## src/rtl/ring_buffer_pkg.sv

```systemverilog
// Shared helpers for the ring buffer family: counter/pointer widths and wrap-around increment.
//  cnt_width(length) : bits needed to hold 0..length
//  ptr_width(length) : bits needed to index 0..length-1
//  ptr_next(p, len)  : p+1 with explicit wrap len-1 -> 0 (any depth, not only powers of two)
package ring_buffer_pkg;

  function automatic int unsigned cnt_width(input int unsigned length);
    return $clog2(length + 1);
  endfunction

  function automatic int unsigned ptr_width(input int unsigned length);
    return (length > 1) ? $clog2(length) : 1;
  endfunction

  function automatic int unsigned ptr_next(input int unsigned ptr, input int unsigned length);
    return (ptr == length - 1) ? 0 : ptr + 1;
  endfunction

endpackage

```

## src/rtl/ring_buffer_ex_if.sv

```systemverilog
// Producer/consumer bus of ring_buffer_ex.
//  master : drives flush_i, enqueue_i, dequeue_i, data_i; observes data/status outputs
//  slave  : the buffer itself (inverse directions)
interface ring_buffer_ex_if
  import ring_buffer_pkg::*;
#(
  parameter int unsigned WIDTH  = 8,
  parameter int unsigned LENGTH = 5
);
  localparam int unsigned CW = cnt_width(LENGTH);

  logic             flush_i;
  logic             enqueue_i;
  logic             dequeue_i;
  logic [WIDTH-1:0] data_i;
  logic [WIDTH-1:0] data_o;
  logic             valid_o;
  logic             full;
  logic             empty;
  logic             almost_full;
  logic             almost_empty;
  logic [CW-1:0]    level_o;
  logic             overflow_o;
  logic             underflow_o;

  modport master (
    output flush_i, enqueue_i, dequeue_i, data_i,
    input  data_o, valid_o, full, empty, almost_full, almost_empty,
           level_o, overflow_o, underflow_o
  );

  modport slave (
    input  flush_i, enqueue_i, dequeue_i, data_i,
    output data_o, valid_o, full, empty, almost_full, almost_empty,
           level_o, overflow_o, underflow_o
  );

endinterface

```

## src/rtl/ring_ptr.sv

```systemverilog
// Wrapping pointer 0..LENGTH-1 for one side of the ring buffer.
//  clk, rst : clock, synchronous active-high reset
//  inc_i    : advance by one (wraps LENGTH-1 -> 0)
//  clr_i    : synchronous clear to 0, overrides inc_i
//  ptr_o    : current pointer
module ring_ptr
  import ring_buffer_pkg::*;
#(
  parameter  int unsigned LENGTH = 5,
  localparam int unsigned PW     = ptr_width(LENGTH)
) (
  input  logic          clk,
  input  logic          rst,
  input  logic          inc_i,
  input  logic          clr_i,
  output logic [PW-1:0] ptr_o
);

  always_ff @(posedge clk) begin
    if (rst || clr_i) begin
      ptr_o <= '0;
    end else if (inc_i) begin
      ptr_o <= PW'(ptr_next(32'(ptr_o), LENGTH));
    end
  end

endmodule

```

## src/rtl/ring_buffer_ex.sv

```systemverilog
// Single-clock circular FIFO of arbitrary depth with overwrite mode, fill level,
// almost-full/almost-empty thresholds, flush and sticky overflow/underflow flags.
//  clk, rst : clock, synchronous active-high reset
//  bus      : ring_buffer_ex_if.slave (requests, write data, read data, status)
// All outputs are registered; status flags are decoded from the next level value.
module ring_buffer_ex
  import ring_buffer_pkg::*;
#(
  parameter int unsigned WIDTH        = 8,
  parameter int unsigned LENGTH       = 5,
  parameter int unsigned OVERWRITABLE = 0,
  parameter int unsigned AF_LEVEL     = 4,
  parameter int unsigned AE_LEVEL     = 1
) (
  input logic             clk,
  input logic             rst,
  ring_buffer_ex_if.slave bus
);

  localparam int unsigned CW  = cnt_width(LENGTH);
  localparam int unsigned PW  = ptr_width(LENGTH);
  localparam bit          OVW = (OVERWRITABLE != 0);

  logic [WIDTH-1:0] mem [LENGTH];
  logic [PW-1:0]    wr_ptr;
  logic [PW-1:0]    rd_ptr;

  logic [CW-1:0]    level_q;
  logic [CW-1:0]    level_nxt;
  logic             full_q;
  logic             empty_q;
  logic             af_q;
  logic             ae_q;
  logic [WIDTH-1:0] data_q;
  logic             valid_q;
  logic             ovf_q;
  logic             udf_q;

  logic             do_enq_c;
  logic             do_deq_c;
  logic             loss_c;
  logic             overwrite_c;
  logic             wr_inc_c;
  logic             rd_inc_c;

  // Request resolution against registered full/empty; flush cancels everything.
  always_comb begin
    do_deq_c    = bus.dequeue_i && !empty_q;
    loss_c      = bus.enqueue_i && full_q && !bus.dequeue_i;
    overwrite_c = loss_c && OVW;
    do_enq_c    = bus.enqueue_i && (!full_q || do_deq_c || OVW);
    wr_inc_c    = do_enq_c && !bus.flush_i;
    rd_inc_c    = (do_deq_c || overwrite_c) && !bus.flush_i;
    level_nxt   = level_q;
    if (bus.flush_i) begin
      level_nxt = '0;
    end else if (do_enq_c && !do_deq_c && !overwrite_c) begin
      level_nxt = level_q + CW'(1);
    end else if (do_deq_c && !do_enq_c) begin
      level_nxt = level_q - CW'(1);
    end
  end

  ring_ptr #(.LENGTH(LENGTH)) u_wr_ptr (
    .clk   (clk),
    .rst   (rst),
    .inc_i (wr_inc_c),
    .clr_i (bus.flush_i),
    .ptr_o (wr_ptr)
  );

  ring_ptr #(.LENGTH(LENGTH)) u_rd_ptr (
    .clk   (clk),
    .rst   (rst),
    .inc_i (rd_inc_c),
    .clr_i (bus.flush_i),
    .ptr_o (rd_ptr)
  );

  // Storage, intentionally not reset.
  always_ff @(posedge clk) begin
    if (!rst && wr_inc_c) begin
      mem[wr_ptr] <= bus.data_i;
    end
  end

  // Level, status flags, read data and sticky loss flags.
  always_ff @(posedge clk) begin
    if (rst) begin
      level_q <= '0;
      full_q  <= 1'b0;
      empty_q <= 1'b1;
      af_q    <= 1'b0;
      ae_q    <= 1'b1;
      data_q  <= '0;
      valid_q <= 1'b0;
      ovf_q   <= 1'b0;
      udf_q   <= 1'b0;
    end else begin
      level_q <= level_nxt;
      full_q  <= (level_nxt == CW'(LENGTH));
      empty_q <= (level_nxt == '0);
      af_q    <= (level_nxt >= CW'(AF_LEVEL));
      ae_q    <= (level_nxt <= CW'(AE_LEVEL));
      if (bus.flush_i) begin
        valid_q <= 1'b0;
        ovf_q   <= 1'b0;
        udf_q   <= 1'b0;
      end else begin
        valid_q <= do_deq_c;
        if (do_deq_c) begin
          data_q <= mem[rd_ptr];
        end
        if (loss_c) begin
          ovf_q <= 1'b1;
        end
        if (bus.dequeue_i && empty_q) begin
          udf_q <= 1'b1;
        end
      end
    end
  end

  assign bus.data_o       = data_q;
  assign bus.valid_o      = valid_q;
  assign bus.full         = full_q;
  assign bus.empty        = empty_q;
  assign bus.almost_full  = af_q;
  assign bus.almost_empty = ae_q;
  assign bus.level_o      = level_q;
  assign bus.overflow_o   = ovf_q;
  assign bus.underflow_o  = udf_q;

endmodule

```

## src/flat_wrapper.sv

```systemverilog
// flat-port wrapper written by rule: the top's interface ports become plain ports
module ring_buffer_ex_flat import ring_buffer_pkg::*;
#(
  parameter int unsigned WIDTH        = 8,
  parameter int unsigned LENGTH       = 5,
  parameter int unsigned OVERWRITABLE = 0,
  parameter int unsigned AF_LEVEL     = 4,
  parameter int unsigned AE_LEVEL     = 1
)
  (clk, rst, bus_flush_i, bus_enqueue_i, bus_dequeue_i, bus_data_i, bus_data_o, bus_valid_o, bus_full, bus_empty, bus_almost_full, bus_almost_empty, bus_level_o, bus_overflow_o, bus_underflow_o);
  ring_buffer_ex_if #(.WIDTH(WIDTH), .LENGTH(LENGTH)) bus_i ();
  input logic clk;
  input logic rst;
  input wire logic [$bits(bus_i.flush_i)-1:0] bus_flush_i;
  input wire logic [$bits(bus_i.enqueue_i)-1:0] bus_enqueue_i;
  input wire logic [$bits(bus_i.dequeue_i)-1:0] bus_dequeue_i;
  input wire logic [$bits(bus_i.data_i)-1:0] bus_data_i;
  output wire logic [$bits(bus_i.data_o)-1:0] bus_data_o;
  output wire logic [$bits(bus_i.valid_o)-1:0] bus_valid_o;
  output wire logic [$bits(bus_i.full)-1:0] bus_full;
  output wire logic [$bits(bus_i.empty)-1:0] bus_empty;
  output wire logic [$bits(bus_i.almost_full)-1:0] bus_almost_full;
  output wire logic [$bits(bus_i.almost_empty)-1:0] bus_almost_empty;
  output wire logic [$bits(bus_i.level_o)-1:0] bus_level_o;
  output wire logic [$bits(bus_i.overflow_o)-1:0] bus_overflow_o;
  output wire logic [$bits(bus_i.underflow_o)-1:0] bus_underflow_o;
  assign bus_i.flush_i = bus_flush_i;
  assign bus_i.enqueue_i = bus_enqueue_i;
  assign bus_i.dequeue_i = bus_dequeue_i;
  assign bus_i.data_i = bus_data_i;
  assign bus_data_o = bus_i.data_o;
  assign bus_valid_o = bus_i.valid_o;
  assign bus_full = bus_i.full;
  assign bus_empty = bus_i.empty;
  assign bus_almost_full = bus_i.almost_full;
  assign bus_almost_empty = bus_i.almost_empty;
  assign bus_level_o = bus_i.level_o;
  assign bus_overflow_o = bus_i.overflow_o;
  assign bus_underflow_o = bus_i.underflow_o;
  ring_buffer_ex #(.WIDTH(WIDTH), .LENGTH(LENGTH), .OVERWRITABLE(OVERWRITABLE), .AF_LEVEL(AF_LEVEL), .AE_LEVEL(AE_LEVEL)) u_core (.clk(clk), .rst(rst), .bus(bus_i));
endmodule
```

## config.mk

```make
export PLATFORM = sky130hd
export DESIGN_NAME = ring_buffer_ex_flat
export DESIGN_NICKNAME = d
export VERILOG_FILES = /design/src/rtl/ring_buffer_pkg.sv /design/src/rtl/ring_buffer_ex_if.sv /design/src/rtl/ring_ptr.sv /design/src/rtl/ring_buffer_ex.sv /design/src/flat_wrapper.sv
export SDC_FILE = /design/constraint.sdc
export NUM_CORES = 1
export LEC_CHECK = 0
export BUFFER_PORTS_ARGS = -buffer_cell sky130_fd_sc_hd__buf_2
export CAP_MARGIN = 20
export CORE_MARGIN = 3
export CORE_UTILIZATION = 25
export CTS_BUF_LIST = sky130_fd_sc_hd__clkbuf_8
export CTS_CLUSTER_SIZE = 14
export DETAILED_ROUTE_END_ITERATION = 8
export PLACE_DENSITY = 0.39
export SLEW_MARGIN = 15
export SYNTH_ARGS = -nofsm -noshare
export SYNTH_HDL_FRONTEND = slang
export SYNTH_SLANG_ARGS = --single-unit
```

## constraint.sdc

```tcl
create_clock -name clk -period 3.4 [get_ports clk]
set_clock_uncertainty 0.2 [all_clocks]
set_input_delay 0.17 -clock clk [delete_from_list [all_inputs] [get_ports clk]]
set_output_delay 0.17 -clock clk [all_outputs]
set_load 0.005 [all_outputs]
```

* Yosys cells after proc, flatten, opt, wreduce, memory -nomap -nowiden
Memory sizes are Yosys's and may differ from the RTL's. A register that Yosys moved wholly into a read port is not among the register bits.
Cells that the tools add are included.
** Word-level totals
- Input port bits :: 13
- Word-level logic and storage cells :: 50
- Register bits :: 16
- Bits in writable memories :: 40
- Memories kept :: 1
** Memories
- u_core.mem :: words 5, bits a word 8, read ports 1, clocked after memory_dff 1, write ports 1, line ring_buffer_ex.sv:24 : logic [WIDTH-1:0] mem [LENGTH];
** Cells by class
- Eq/ne operators :: 3
- $add $sub $neg :: 4
- Bitwise gates (word level) :: 1
- Magnitude comparators :: 2
- Reductions and logical operators :: 22
- Multiplexer cells :: 7
** Operator list (number)
- 2-to-1 mux 3 bit :: 5
- logical AND 1 bit :: 10
- adder 3 x 1 -> 3 bit (second input constant) :: 3
- equality test 3 bit (second input constant) :: 3
- logical NOT 1 bit :: 7
- >= comparator 3 bit (second input constant) :: 1
- <= comparator 3 x 1 -> 1 bit (second input constant) :: 1
- logical NOT 3 bit :: 1
- subtractor 3 x 1 -> 3 bit (second input constant) :: 1
- logical OR 1 bit :: 2
- 2-to-1 mux 1 bit :: 2
- AND reduction 2 bit :: 1
- OR reduction 2 bit :: 1
- inverter 1 bit :: 1

* Longest topological paths before layout
Gate-level depths: netlist (run 1).
- Depth after elaboration :: 10
- Gate-level depth with buffers :: 6
- Depth with buffers taken out :: 6

* Cells and area by module
From an unflattened synthesis (run 1), not the netlist that was laid out.
** Second synthesis, totals
- Cells, all modules :: 177
- Area total of the unflattened synthesis :: 2570.0 µm²
** Modules (own cells, without submodules)
- ring_buffer_ex :: cells an instance 143, times used 1, area each 2262.2 µm², sequential area each 1541.5 µm²
- ring_ptr :: cells an instance 17, times used 2, area each 153.9 µm², sequential area each 60.1 µm²

* Least setup slack after synthesis (run 1)
Ideal clock, no wire load.
- Path type :: register to register
- From :: register u_core.empty_q (netlist: u_core.bus.empty)
- To :: memory u_core.mem[0][0], enable pin
- Path buffers :: 0
- Stages on the path, launching flop included :: 5
- Clock period less this slack :: 2.178 ns
- Setup time :: 0.383 ns
- Slack :: 1.222 ns
- Arrival :: 1.595 ns
- Cell sequence :: dfxtp_1 -> and2b_1 -> o21ai_2 -> or3_4 -> nor3_1
** On the way
- Word-level cells in the longest chain between the ends :: 8
** RTL lines
- start: declaration :: line ring_buffer_ex.sv:31 : logic empty_q;
- start signal: assignment :: line ring_buffer_ex.sv:102 : empty_q <= (level_nxt == '0);
- logical NOT 1 bit :: line ring_buffer_ex.sv:48 : do_deq_c = bus.dequeue_i && !empty_q;
- logical AND 1 bit :: line ring_buffer_ex.sv:48
- logical OR 1 bit :: line ring_buffer_ex.sv:51 : do_enq_c = bus.enqueue_i && (!full_q || do_deq_c || OVW);
- logical AND 1 bit :: line ring_buffer_ex.sv:51
- logical AND 1 bit :: line ring_buffer_ex.sv:52 : wr_inc_c = do_enq_c && !bus.flush_i;
- logical AND 1 bit :: line ring_buffer_ex.sv:82 : if (!rst && wr_inc_c) begin
- 2-to-1 mux 1 bit :: line ring_buffer_ex.sv:82
- 2-to-1 mux 1 bit (not written as such) :: line ring_buffer_ex.sv:83 : mem[wr_ptr] <= bus.data_i;
- end: declaration :: line ring_buffer_ex.sv:24
No other way between the ends.

* Worst setup path in the final report (run 1)
- From :: input rst
- To :: memory u_core.mem[0][4], enable pin
** On the way
- Word-level cells in the longest chain between the ends :: 4
** RTL lines
- start: declaration :: line flat_wrapper.sv:13 : input logic rst;
- logical NOT 1 bit :: line ring_buffer_ex.sv:82
- logical AND 1 bit :: line ring_buffer_ex.sv:82
- 2-to-1 mux 1 bit :: line ring_buffer_ex.sv:82
- 2-to-1 mux 1 bit (not written as such) :: line ring_buffer_ex.sv:83
No other way between the ends.

==> summary.md, run 1 <==
| Metric | Value |
|---|---|
| Status | `finished, final reports clean` |
| Power consumption | `1.58 mW` |
| Setup crit end kind | `flip-flop` |
| Layout cells sized above 1 | `0.294` |
| Leak | `1.13 nW` |
| Core area | `9820 um^2` |
| Post-route cell area | `3170 um^2` |
| RSZ-0062 raised after global routing | `false` |
| Netlist Area Pre-Place | `2540 um^2` |
| CTS Sinks | `63` |
| Overall routed net length | `4.73 mm` |
| Antenna Violating Nets Remaining | `0` |
| DR vias/cell | `4.05` |
| PortBufs | `30` |
| Pwr per Cell Area | `499 nW/um^2` |
| Final RePlAce weighted congestion | `0.691` |
| Synth area leader | `edfxtp_1` |
| Peak supply drop | `0.000159 V` |
| Yosys cell types | `36` |
| Fin crit share | `0.669` |
| # setup viols final | `0` |
| Slew Limit Fails | `0` |
| Fmax | `440 MHz` |
| Die W | `107 um` |
| Clk_lat worst skew | `0.33 ns` |
| Int Power | `1.21 mW` |
| Synth Register Bits | `63` |
| Fin crit period | `2.28 ns` |
| Sequential area share after synthesis | `0.655` |
| First-pass GRT wire length | `7.71 mm` |
| Synthesized area per cell | `14.7 um^2` |
| Relative slew slack | `0.589` |
| Largest net degree at the start of global routing | `17` |
| Max_cap viols | `0` |
| Asr flop ratio synth | `0` |
| Starting density of the core | `0.258` |
| Starting DRT DRC Count | `40` |
| Fillers | `1,028` |
| DR pass1 iterations | `4` |
| Number of global-route vias before repair | `1,462` |
| Final hold vios | `0` |
| Placed cell area | `2840 um^2` |
| Initial antenna violation count | `0` |
| Dpl ws | `1.32 ns` |
| HP Class | `in2reg` |
| Cells on worst reg2reg path | `5` |
| Slew @ Worst Pin | `0.616 ns` |
| GRT Util Overall | `0.0908` |
| Combinational fraction of design power | `0.055` |
| Most frequent cells in the layout | `edfxtp_1 (40), buf_2 (30), dfxtp_1 (23)` |
| Rows | `36` |
| CTS H-tree depth | `3` |
| Worst-path fanout max | `11` |
| DRC Markers | `0` |
| ANT cells | `0` |
| Placed Cells | `333` |
| Synthesis Warnings | `0` |
| Root Driver | `clkbuf_8` |
| Die ar. | `11,400 um^2` |
| Post-synth top area share | `0.473` |
| Chip Height | `107 um` |
| CTS resizes | `0` |
| Syn Inst Count | `173` |
| Hold Path Depth | `3` |
| Sequential power share | `0.526` |
| DR WL/cell | `13.1 um` |
| Number of flops mapped to enable cells by yosys | `40` |
| CP Launch Type | `input pin` |
| Final cell count without fillers | `361` |
| Switching part of the total | `0.233` |
| Clk buf depth | `2` |
| Final #Nets | `242` |
| CTS Buf Count | `9` |
| Setup TNS | `0 ns` |
| Switching Power | `369 uW` |
| Clock-pin slew on the worst setup and hold paths | `0.07 ns` |
| Dominant cells by area after synthesis | `edfxtp_1 (47%), dfxtp_1 (18%), mux4_2 (7.1%)` |
| Top FF cell, synth | `edfxtp_1` |
| Placed wire-length estimate | `3.40 mm` |
| Synthesis-to-layout area growth | `24.8%` |
| Grt ovf | `0` |
| Critical path data arrival time | `2.11 ns` |
| Final setup margin | `1.12 ns` |
| Worst path required time | `3.24 ns` |
| Clk network pwr share | `0.420` |
| Commonest non-fill, non-tap cell in the layout | `edfxtp_1` |
| CTS tree | `built` |
| Crit path kind | `in2reg` |
| Syn Nets | `192` |
| Vias | `1,461` |
| Top Ports | `31` |
==> synth_stat cells, drive strengths merged (3+ instances only) <==
cell type  number
edfxtp         40
dfxtp          23
nor2           18
mux2i          12
a211oi          9
a21oi           8
inv             8
mux4            8
ha              6
nor3            6
buf             5
nand2b          4
o21ai           4
clkbuf          3
==> area by class of cell <==
| cell class | count | area [um^2] | share of cell area |
|---|---|---|---|
| sequential | 63 | 1660 | 0.525 |
| multi-input combinational | 94 | 798 | 0.252 |
| timing repair buffer | 47 | 308 | 0.0972 |
| tap | 133 | 166 | 0.0526 |
| clock buffer | 9 | 124 | 0.0391 |
| clock inverter | 7 | 77.6 | 0.0245 |
| inverter | 8 | 30.0 | 0.00949 |
==> kinds of logic (layout without fill, tap and decap cells) <==
logic type                 count (synthesis)  in the layout  share of synthesized area
muxes                                     20             20                      0.118
and+or+nand+nor                           40             40                     0.0853
xor gates and xnor gates                   2              2                    0.00986
AOI/OAI and AO/OA                         26             26                     0.0715
adders and majority gates                  6              6                     0.0296
buffers and inverters                     16             71                     0.0306
DFF                                       63             63                      0.655
==> sequential cells by signal (all words and copies together) (netlist names) <==
| signal | cells |
|---|---|
| u_core.u_wr_ptr.ptr_o | 3 |
| u_core.bus.full | 1 |
| u_core.u_rd_ptr.ptr_o | 3 |
| u_core.bus.almost_full | 1 |
| u_core.bus.level_o | 2 |
| u_core.bus.almost_empty | 1 |
| u_core.bus.data_o | 8 |
| u_core.bus.underflow_o | 1 |
| u_core.bus.empty | 1 |
| u_core.mem | 40 |
| u_core.bus.overflow_o | 1 |
| u_core.bus.valid_o | 1 |
==> worst max-delay path, stage by stage <==
cell and delay [ns]:
dlygate4sd3_1 0.53, buf_2 0.18, or2_1 0.39, or3_4 0.44, nor3_1 0.18, buf_4 0.21
==> final timing paths <==
kind                     startpoint                endpoint  slack, ns
max                             rst        u_core.mem[0][4]       1.12
min                   bus_enqueue_i   u_core.bus.overflow_o       0.05
max reg2reg        u_core.bus.empty        u_core.mem[0][4]       1.42
min reg2reg  u_core.bus.underflow_o  u_core.bus.underflow_o       0.29
==> per-layer routing <==
layer	track usage	wire length (um)	share of wire	vias up
li1	-	-	-	748
met1	0.131	2620	0.55	682
met2	0.119	1880	0.40	29
met3	0.0313	199	0.042	2
met4	0.0466	33	0.0070	0
met5	0	0	0	-
==> power groups by stage <==
stage	clock network [mW]	logic [mW]	registers, mW
6_report	0.664	0.0862	0.831
4_1_cts	0.693	0.0882	0.831
5_1_grt	0.730	0.0981	0.833
3_3_place_gp	0	0.0789	0.849
3_5_place_dp	0	0.0781	0.849
2_1_floorplan	0	0.0465	0.848
==> timing repair <==
| item | 4_1_cts | 5_1_grt |
|---|---|---|
| buffers inserted | 0 | 0 |
| endpoints found under the hold margin | 53 | 0 |
| hold buffers | 12 | 0 |
==> per-stage QoR <==
step,utilization,hold slack (ns)
after global routing,0.322,0.0506
final,0.322,0.0493
after floorplan,-,0.0487
after detailed placement,0.290,0.196
after CTS,0.322,0.0134
after global placement,0.290,0.202
No activity file was read; power rests on OpenSTA's default activity.
==> inputs of run 2 (changes only) <==
Clock period 3.4 ns to 2.3 ns, I/O delays scaled along.
==> summary.md, run 2 (synthesis results as in run 1) <==
| Metric | Value |
|---|---|
| Layout cells sized above 1 | `0.299` |
| CTS Sinks | `63` |
| Number of global-route vias before repair | `1,426` |
| RSZ-0062 raised after global routing | `false` |
| Setup crit end kind | `flip-flop` |
| Worst-path cell with the longest stage delay | `dlygate4sd3_1` |
| Critical Path Max Stage Delay | `0.53 ns` |
| Family with the most delay on the worst path | `buffers and inverters` |
| Most frequent cells in the layout | `edfxtp_1 (40), buf_2 (30), dfxtp_1 (23)` |
| Most flops, register | `u_core.mem` |
| Root Driver | `clkbuf_8` |
| Post-route cell area | `3210 um^2` |
| Commonest non-fill, non-tap cell in the layout | `edfxtp_1` |
| Core area | `9820 um^2` |
| Synthesis-to-layout area growth | `26.5%` |
| Die ar. | `11,400 um^2` |
| ANT cells | `0` |
| Relative slew slack | `0.629` |
| CP Launch Type | `input pin` |
| DR pass1 iterations | `4` |
| Final hold vios | `0` |
| Clk_lat worst skew | `0.33 ns` |
| CTS H-tree depth | `3` |
| Worst-path fanout max | `11` |
| Final #Nets | `245` |
| PortBufs | `30` |
| Slew @ Worst Pin | `0.556 ns` |
| Status | `finished, final reports clean` |
| Starting density of the core | `0.258` |
| HP Class | `reg2reg` |
| GRT Util Overall | `0.0932` |
| Final cell count without fillers | `364` |
| Switching part of the total | `0.217` |
| Final RePlAce weighted congestion | `0.689` |
| Antenna Violating Nets Remaining | `0` |
| CTS resizes | `0` |
| R2R Setup Slk | `0.38 ns` |
| Fin crit share | `0.876` |
| Die W | `107 um` |
| Slew Limit Fails | `0` |
| Combinational fraction of design power | `0.056` |
| Fmax | `496 MHz` |
| Largest net degree at the start of global routing | `17` |
| Setup TNS | `0 ns` |
| Chip Height | `107 um` |
| First-pass GRT wire length | `8.02 mm` |
| Peak supply drop | `0.000230 V` |
| Clk buf depth | `2` |
| DRC Markers | `0` |
| Int Power | `1.90 mW` |
| Initial antenna violation count | `0` |
| Max FFs per register | `40` |
| Dpl ws | `0.377 ns` |
| Pwr per Cell Area | `755 nW/um^2` |
| Final Util | `0.327` |
| Placed Cells | `335` |
| Leak | `1.15 nW` |
| Max_cap viols | `0` |
| Worst path required time | `2.14 ns` |
| DR vias/cell | `4.04` |
| Starting DRT DRC Count | `65` |
| Crit path buf inv count | `3` |
| Sequential power share | `0.507` |
| # setup viols final | `0` |
| DR WL/cell | `13.2 um` |
| Vias | `1,469` |
| Clk network pwr share | `0.438` |
| Critical path data arrival time | `1.86 ns` |
| Switching Power | `526 uW` |
| Grt ovf | `0` |
| Top Ports | `31` |
| Clock-pin slew on the worst setup and hold paths | `0.07 ns` |
| Rows | `36` |
| Crit path kind | `in2reg` |
| Final setup margin | `0.284 ns` |
| Overall routed net length | `4.81 mm` |
| Placed cell area | `2860 um^2` |
| Crit path cell chain | `dlygate4sd3_1 -> buf_2 -> or2_1 -> or3_4 -> nor3_1 -> buf_4` |
| Placed wire-length estimate | `3.47 mm` |
| Fin crit period | `2.02 ns` |
| CTS Buf Count | `9` |
| CTS tree | `built` |
run 2: cell types whose count changed in the layout (fill, tap and decap cells not counted), sizes merged:
cell,change
buf,+2
clkinv,+3
clkinvlp,-1
bufinv,+1
dlygate4sd3,+1
inv,-3
run 2: tightest hold or removal path: stages (launching register included):
cell and delay (ns):
dfxtp_1 0.33, a21oi_1 0.04, nor2_1 0.07
run 2: per-stage QoR:
step,hold slack [ns],power (mW)
floorplan,-0.00629,1.32
global placement,0.145,1.38
detailed placement,0.147,1.37
CTS,0.280,2.46
global route,0.299,2.53
finish,0.272,2.42
run 2: timing repair:
action,in CTS,in global routing
hold buffers,13,0
endpoints found under the hold margin,56,0
setup buffers,0,0
run 2: layout make-up:
| cell class | count | area (um^2) |
|---|---|---|
| fillers | 1029 | 6610 |
| clock buffers | 9 | 124 |
| flip-flops and latches | 63 | 1660 |
| clock inverters | 7 | 96.3 |
| multi-input cells | 94 | 798 |
| repair buffers | 50 | 333 |
| inverters | 8 | 30.0 |
| well taps | 133 | 166 |
run 2: metal layers:
metal  track usage  routed length, um  part of all wire
met1         0.143               2660              0.55
met2         0.115               1840              0.38
met3        0.0319                233             0.048
met4        0.0411                 70             0.015
met5             0                  0                 0
run 2: power groups by stage:
stage	clock network (mW)	logic [mW]	registers, mW
floorplan	0	0.0687	1.25
global placement	0	0.123	1.25
detailed placement	0	0.121	1.25
CTS	1.10	0.137	1.23
global route	1.15	0.151	1.23
finish	1.06	0.135	1.23
run 2: final timing paths:
path | start | end | depth (start not counted)
max reg2reg | u_core.bus.empty | u_core.mem[0][0] | 5
min | u_core.bus.underflow_o | u_core.bus.underflow_o | 2
max | rst | u_core.mem[0][0] | 6
min reg2reg | u_core.bus.underflow_o | u_core.bus.underflow_o | 2
